$ cat src/rtl/mode_counter_pkg.sv
// mode_counter_pkg: state enum and direction constants shared by mode_counter
package mode_counter_pkg;
  typedef enum logic {RUN, HALT} cnt_state_t;
  localparam logic CNT_UP = 1'b1;
  localparam logic CNT_DOWN = 1'b0;
endpackage

$ cat src/rtl/sticky_flag.sv
// sticky_flag: set/clear flag with set priority and synchronous reset
module sticky_flag (
  input  logic clk,
  input  logic reset,
  input  logic i_set,
  input  logic i_clear,
  output logic o_flag
);
  logic r_flag;
  always_ff @(posedge clk)
    r_flag <= reset ? 1'b0 : i_set ? 1'b1 : i_clear ? 1'b0 : r_flag;
  assign o_flag = r_flag;
endmodule

$ cat src/rtl/mode_counter.sv
// mode_counter: up/down modulo counter with load, one-shot halt and sticky flags.
// Define MODE_COUNTER_SATURATE_EN to make free-run terminal events saturate instead of wrap.
module mode_counter
  import mode_counter_pkg::*;
#(
  parameter int WIDTH = 8,
  parameter int MOD_MAX = 2**WIDTH-1
) (
  input  logic             clk,
  input  logic             reset,
  input  logic             enable,
  input  logic             up_down,
  input  logic             one_shot,
  input  logic             load,
  input  logic [WIDTH-1:0] load_value,
  input  logic             clear_flags,
  output logic [WIDTH-1:0] counter_out,
  output logic             overflow_out,
  output logic             underflow_out,
  output logic             wrap_pulse,
  output logic             done_out
);
`ifdef MODE_COUNTER_SATURATE_EN
  localparam logic SAT = 1'b1;
`else
  localparam logic SAT = 1'b0;
`endif
  localparam logic [WIDTH-1:0] MAX = WIDTH'(MOD_MAX);
  cnt_state_t r_state, w_next_state;
  logic [WIDTH-1:0] r_cnt, w_next_cnt, w_ld_val;
  logic r_wrap, w_step, w_term, w_set_ov, w_set_un;
  assign w_ld_val = (load_value > MAX) ? MAX : load_value;
  assign w_step = enable && (r_state == RUN) && !load;
  assign w_term = w_step && ((up_down == CNT_UP) ? (r_cnt == MAX) : (r_cnt == '0));
  assign w_set_ov = w_term && (up_down == CNT_UP);
  assign w_set_un = w_term && (up_down == CNT_DOWN);
  always_comb begin
    w_next_state = r_state;
    w_next_cnt = r_cnt;
    if (load) begin
      w_next_state = RUN;
      w_next_cnt = w_ld_val;
    end else if (w_term) begin
      w_next_state = one_shot ? HALT : RUN;
      // one-shot and saturate both hold the terminal value
      w_next_cnt = (one_shot || SAT) ? r_cnt : (up_down == CNT_UP) ? '0 : MAX;
    end else if (w_step) begin
      w_next_cnt = (up_down == CNT_UP) ? r_cnt + 1'b1 : r_cnt - 1'b1;
    end
  end
  always_ff @(posedge clk) begin
    if (reset) begin
      r_state <= RUN;
      r_cnt <= '0;
      r_wrap <= 1'b0;
    end else begin
      r_state <= w_next_state;
      r_cnt <= w_next_cnt;
      r_wrap <= w_term;
    end
  end
  sticky_flag u_ov (
    .clk(clk), .reset(reset), .i_set(w_set_ov), .i_clear(clear_flags), .o_flag(overflow_out)
  );
  sticky_flag u_un (
    .clk(clk), .reset(reset), .i_set(w_set_un), .i_clear(clear_flags), .o_flag(underflow_out)
  );
  assign counter_out = r_cnt;
  assign wrap_pulse = r_wrap;
  assign done_out = (r_state == HALT);
endmodule

$ cat config.mk
export PLATFORM = sky130hd
export DESIGN_NAME = mode_counter
export DESIGN_NICKNAME = d
export VERILOG_FILES = /design/src/rtl/mode_counter_pkg.sv /design/src/rtl/sticky_flag.sv /design/src/rtl/mode_counter.sv
export SDC_FILE = /design/constraint.sdc
export NUM_CORES = 1
export LEC_CHECK = 0
export BUFFER_PORTS_ARGS = -buffer_cell sky130_fd_sc_hd__clkbuf_2
export CAP_MARGIN = 25
export CORE_ASPECT_RATIO = 0.75
export CORE_MARGIN = 1.5
export CORE_UTILIZATION = 30
export DETAILED_ROUTE_END_ITERATION = 10
export PLACE_DENSITY = 0.62
export SKIP_LAST_GASP = 1
export SLEW_MARGIN = 20
export SYNTH_ARGS = -nofsm -noshare
export SYNTH_HDL_FRONTEND = slang
export SYNTH_HIERARCHICAL = 1
export SYNTH_SLANG_ARGS = --single-unit
$ cat constraint.sdc
create_clock -name clk -period 2.7 [get_ports clk]
set_clock_uncertainty 0.2 [all_clocks]
set_input_delay 0.54 -clock clk [delete_from_list [all_inputs] [get_ports clk]]
set_output_delay 0.54 -clock clk [all_outputs]
set_load 0.03 [all_outputs]
==> flow_summary_export.csv <==
group,metric,value,unit
run_status,status,"complete, no violations",
die,die_w,69.5,um
finish,n_antenna_cell,0,
power_and_ir_drop,p_int,413,uW
detailed_routing,drtPass1Iterations,4,
detailed_routing,wl_per_cell,14.9,um
synthesis,syn_nets,146,
sta,worst_slew_margin_rel,68.4,%
sta,rsz0062_at_grt,"no",
finish,layoutNonFillerInstCount,203,
synthesis,synthFlopType,"dfxtp_1",
synthesis,synth_top_area_share,24.2,%
synthesis,yosys.cell_count.top_type,"inv_1",
synthesis,synthTopCellsByArea,"dfxtp_1 24%, ha_1 7.5%, a221oi_1 6.2%",
setup_path,path_buf_inv,2,
clock_network,htreeDepth,1,
setup_path,cp_max_fo,8,
clock_network,cts_root_buffer,"clkbuf_8",
setup_path,cp_slowest_cell,"or4b_1",
setup_path,critPathCaptureType,"register",
die,die_h,52.9,um
power_and_ir_drop,peakVddDrop,264,uV
finish,n_fill_cell,298,
global_route,grt_max_degree,14,
die,io_pins,27,
sta,whs,286,ps
clock_network,cts_num_sinks,12,
sta,setup_viol,0,
global_route,first_global_vias,1058,
placed_design,post-place-ws,-104,ps
setup_path,critPathKind,"primary input to register",
synthesis,syn_avg_cell_area,8.02,sq um
clock_network,cts_tree,"built",
placed_design,post-dp-hpwl,2380,um
flow_run,max-cap-violations,0,
placed_design,io_buffers,26,
synthesis,ys_ff_latch,12,
setup_path,crit_chain,"clkbuf_2 > inv_1 > ha_1 > a211oi_1 > a2bb2oi_1 > a21oi_1 > or4b_1 > a221oi_2",
power_and_ir_drop,power.share.clock,25.2,%
die,die-area,3670,sq um
synthesis,async_reset_ff_share,0,%
detailed_routing,ant_nets,0,
global_route,grt_antenna_before_repair,0,
clock_network,ctsHoldBuffers,0,
clock_network,cts.repair.resized,0,
setup_path,start_kind,"primary input",
finish,multiInputGateArea,694,sq um
sta,finalCritPeriodShare,95.5,%
detailed_routing,drtIter0Drc,68,
finish,seq_area,240,sq um
clock_network,clk_pin_slew,50,ps
die,initial_core_util,32.7,%
finish,final_nets,189,
placed_design,placed_area,1270,sq um
setup_path,cpLargestDelayFamily,"compound AO/OA/AOI/OAI gates",
clock_network,clockBufferDepth,2,
clock_network,clk_latency,240,ps
power_and_ir_drop,pwr-share-comb,41.7,%
synthesis,synth-edff-count,0,
detailed_routing,drc,0,
global_route,grt_usage,17.8,%
finish,final_area,1310,sq um
power_and_ir_drop,p_sw,236,uW
global_route,overflow,0,
synthesis,synth.top_cells.by_count,"14 x inv_1, 12 x dfxtp_1, 10 x nor2_1",
synthesis,synth_area_leader_cell,"dfxtp_1",
detailed_routing,vias,1119,
die,rows,17,
power_and_ir_drop,swShare,36.4,%
sta,fmax,0.388,GHz
min_path,hp-class,"register to register",
sta,postLayoutSetupSlackWorst,123,ps
power_and_ir_drop,cellLeakagePower,0.000573,uW
synthesis,netlist_area,995,sq um
power_and_ir_drop,power_density,495,nW/um^2
setup_path,cpPeakStageDelay,490,ps
sta,drv_slew,0,
die,core,3040,sq um
synthesis,ys_warn_count,6,
setup_path,critPathRequiredTime,2660,ps
finish,areaGrowthSynthToFinish,31.8,%
sta,period_minus_slack,2580,ps
clock_network,post-cts-setup-buffers,0,
power_and_ir_drop,seqPwrFrac,33.1,%
synthesis,ys_seq_area_share,24.2,%
clock_network,cts_inserted_buffers,3,
detailed_routing,via_per_inst,5.51,
placed_design,place.gp.congestion,0.863,
synthesis,syn-instance-count,124,
sta,tightest_slew,474,ps
detailed_routing,routed_wirelength,3020,um
global_route,grt_pass1_wl,5040,um
setup_path,arrival,2530,ps
placed_design,placedCellCount,200,
finish,drive_above_1_share,32.7,%
sta,hold_viol_final,0,
synthesis,yosysUniqueCellTypes,41,
routing by layer:
layer,global-route usage [%],vias up,share of wire [%]
li1,-,554,-
met1,23.4,514,48
met2,29.2,47,43
met3,4.76,4,7.3
met4,4.90,0,1.1
met5,0,-,0
worst reg2reg max path, stage by stage, from the launching register on:
cell	delay, ps
dfxtp_1	420
ha_1	320
a211oi_1	260
a2bb2oi_1	240
a21oi_1	100
or4b_1	490
a221oi_2	240
cell usage in the layout (no fill, tap or decap), drive strengths merged, types with 3 or more instances in the layout:
master / netlist / layout
a22oi: 4 / 4
inv: 14 / 14
clkbuf: 1 / 29
dfxtp: 12 / 12
buf: 1 / 14
ha: 6 / 6
a211oi: 3 / 3
o211ai: 3 / 3
o21ai: 7 / 7
a221oi: 8 / 8
nor2: 10 / 10
o22ai: 3 / 3
nor3: 3 / 3
nand3: 4 / 4
nand2b: 7 / 7
nand2: 9 / 9
a21oi: 9 / 9
layout make-up:
class / instances / area share (%)
Timing Repair Buffer: 40 / 17.9
Sequential cell: 12 / 18.3
Multi-Input combinational cell: 96 / 53.0
Tap cell: 38 / 3.63
Inverter: 14 / 4.01
Clock buffer: 3 / 3.15
power groups by stage:
| stage | Sequential (uW) | Clock, uW | Combinational [uW] |
|---|---|---|---|
| final | 215 | 163 | 271 |
| after global routing | 217 | 175 | 299 |
| after CTS | 214 | 166 | 268 |
| after detailed placement | 218 | 0 | 267 |
| after global placement | 216 | 0 | 257 |
| after floorplan | 237 | 0 | 148 |
state kept, by name (all words and copies together), names as in the netlist:
register and flops:
u_ov/o_flag 1, wrap_pulse 1, u_un/o_flag 1, done_out 1, counter_out 8
per-stage QoR:
step / power, uW / utilization, % / setup TNS (ps)
floorplan: 385 / - / 0
global placement: 473 / 41.8 / 0
detailed placement: 484 / 41.8 / -118
CTS: 648 / 43.1 / 0
global route: 691 / 43.1 / 0
finish: 649 / 43.1 / 0
final timing paths:
check / startpoint / end / slack (ps) / cells after the start
max: up_down / counter_out[7]$_SDFFE_PP0P_ / 120 / 8
max reg2reg: counter_out[4]$_SDFFE_PP0P_ / counter_out[7]$_SDFFE_PP0P_ / 340 / 6
min reg2reg: u_ov/o_flag$_SDFFE_PP0P_ / u_ov/o_flag$_SDFFE_PP0P_ / 290 / 2
min: u_ov/o_flag$_SDFFE_PP0P_ / u_ov/o_flag$_SDFFE_PP0P_ / 290 / 2
cell families after synthesis:
logic type                 Yosys count  share of synthesized area, %
muxes                                2                          2.01
AOI/OAI and AO/OA                   43                          33.7
buffers and inverters               16                          6.04
DFF                                 12                          24.2
and+or+nand+nor                     42                          22.8
adders and majority gates            7                          9.56
xor gates and xnor gates             2                          1.76
Note: power is estimated with default switching activity, not from simulation.
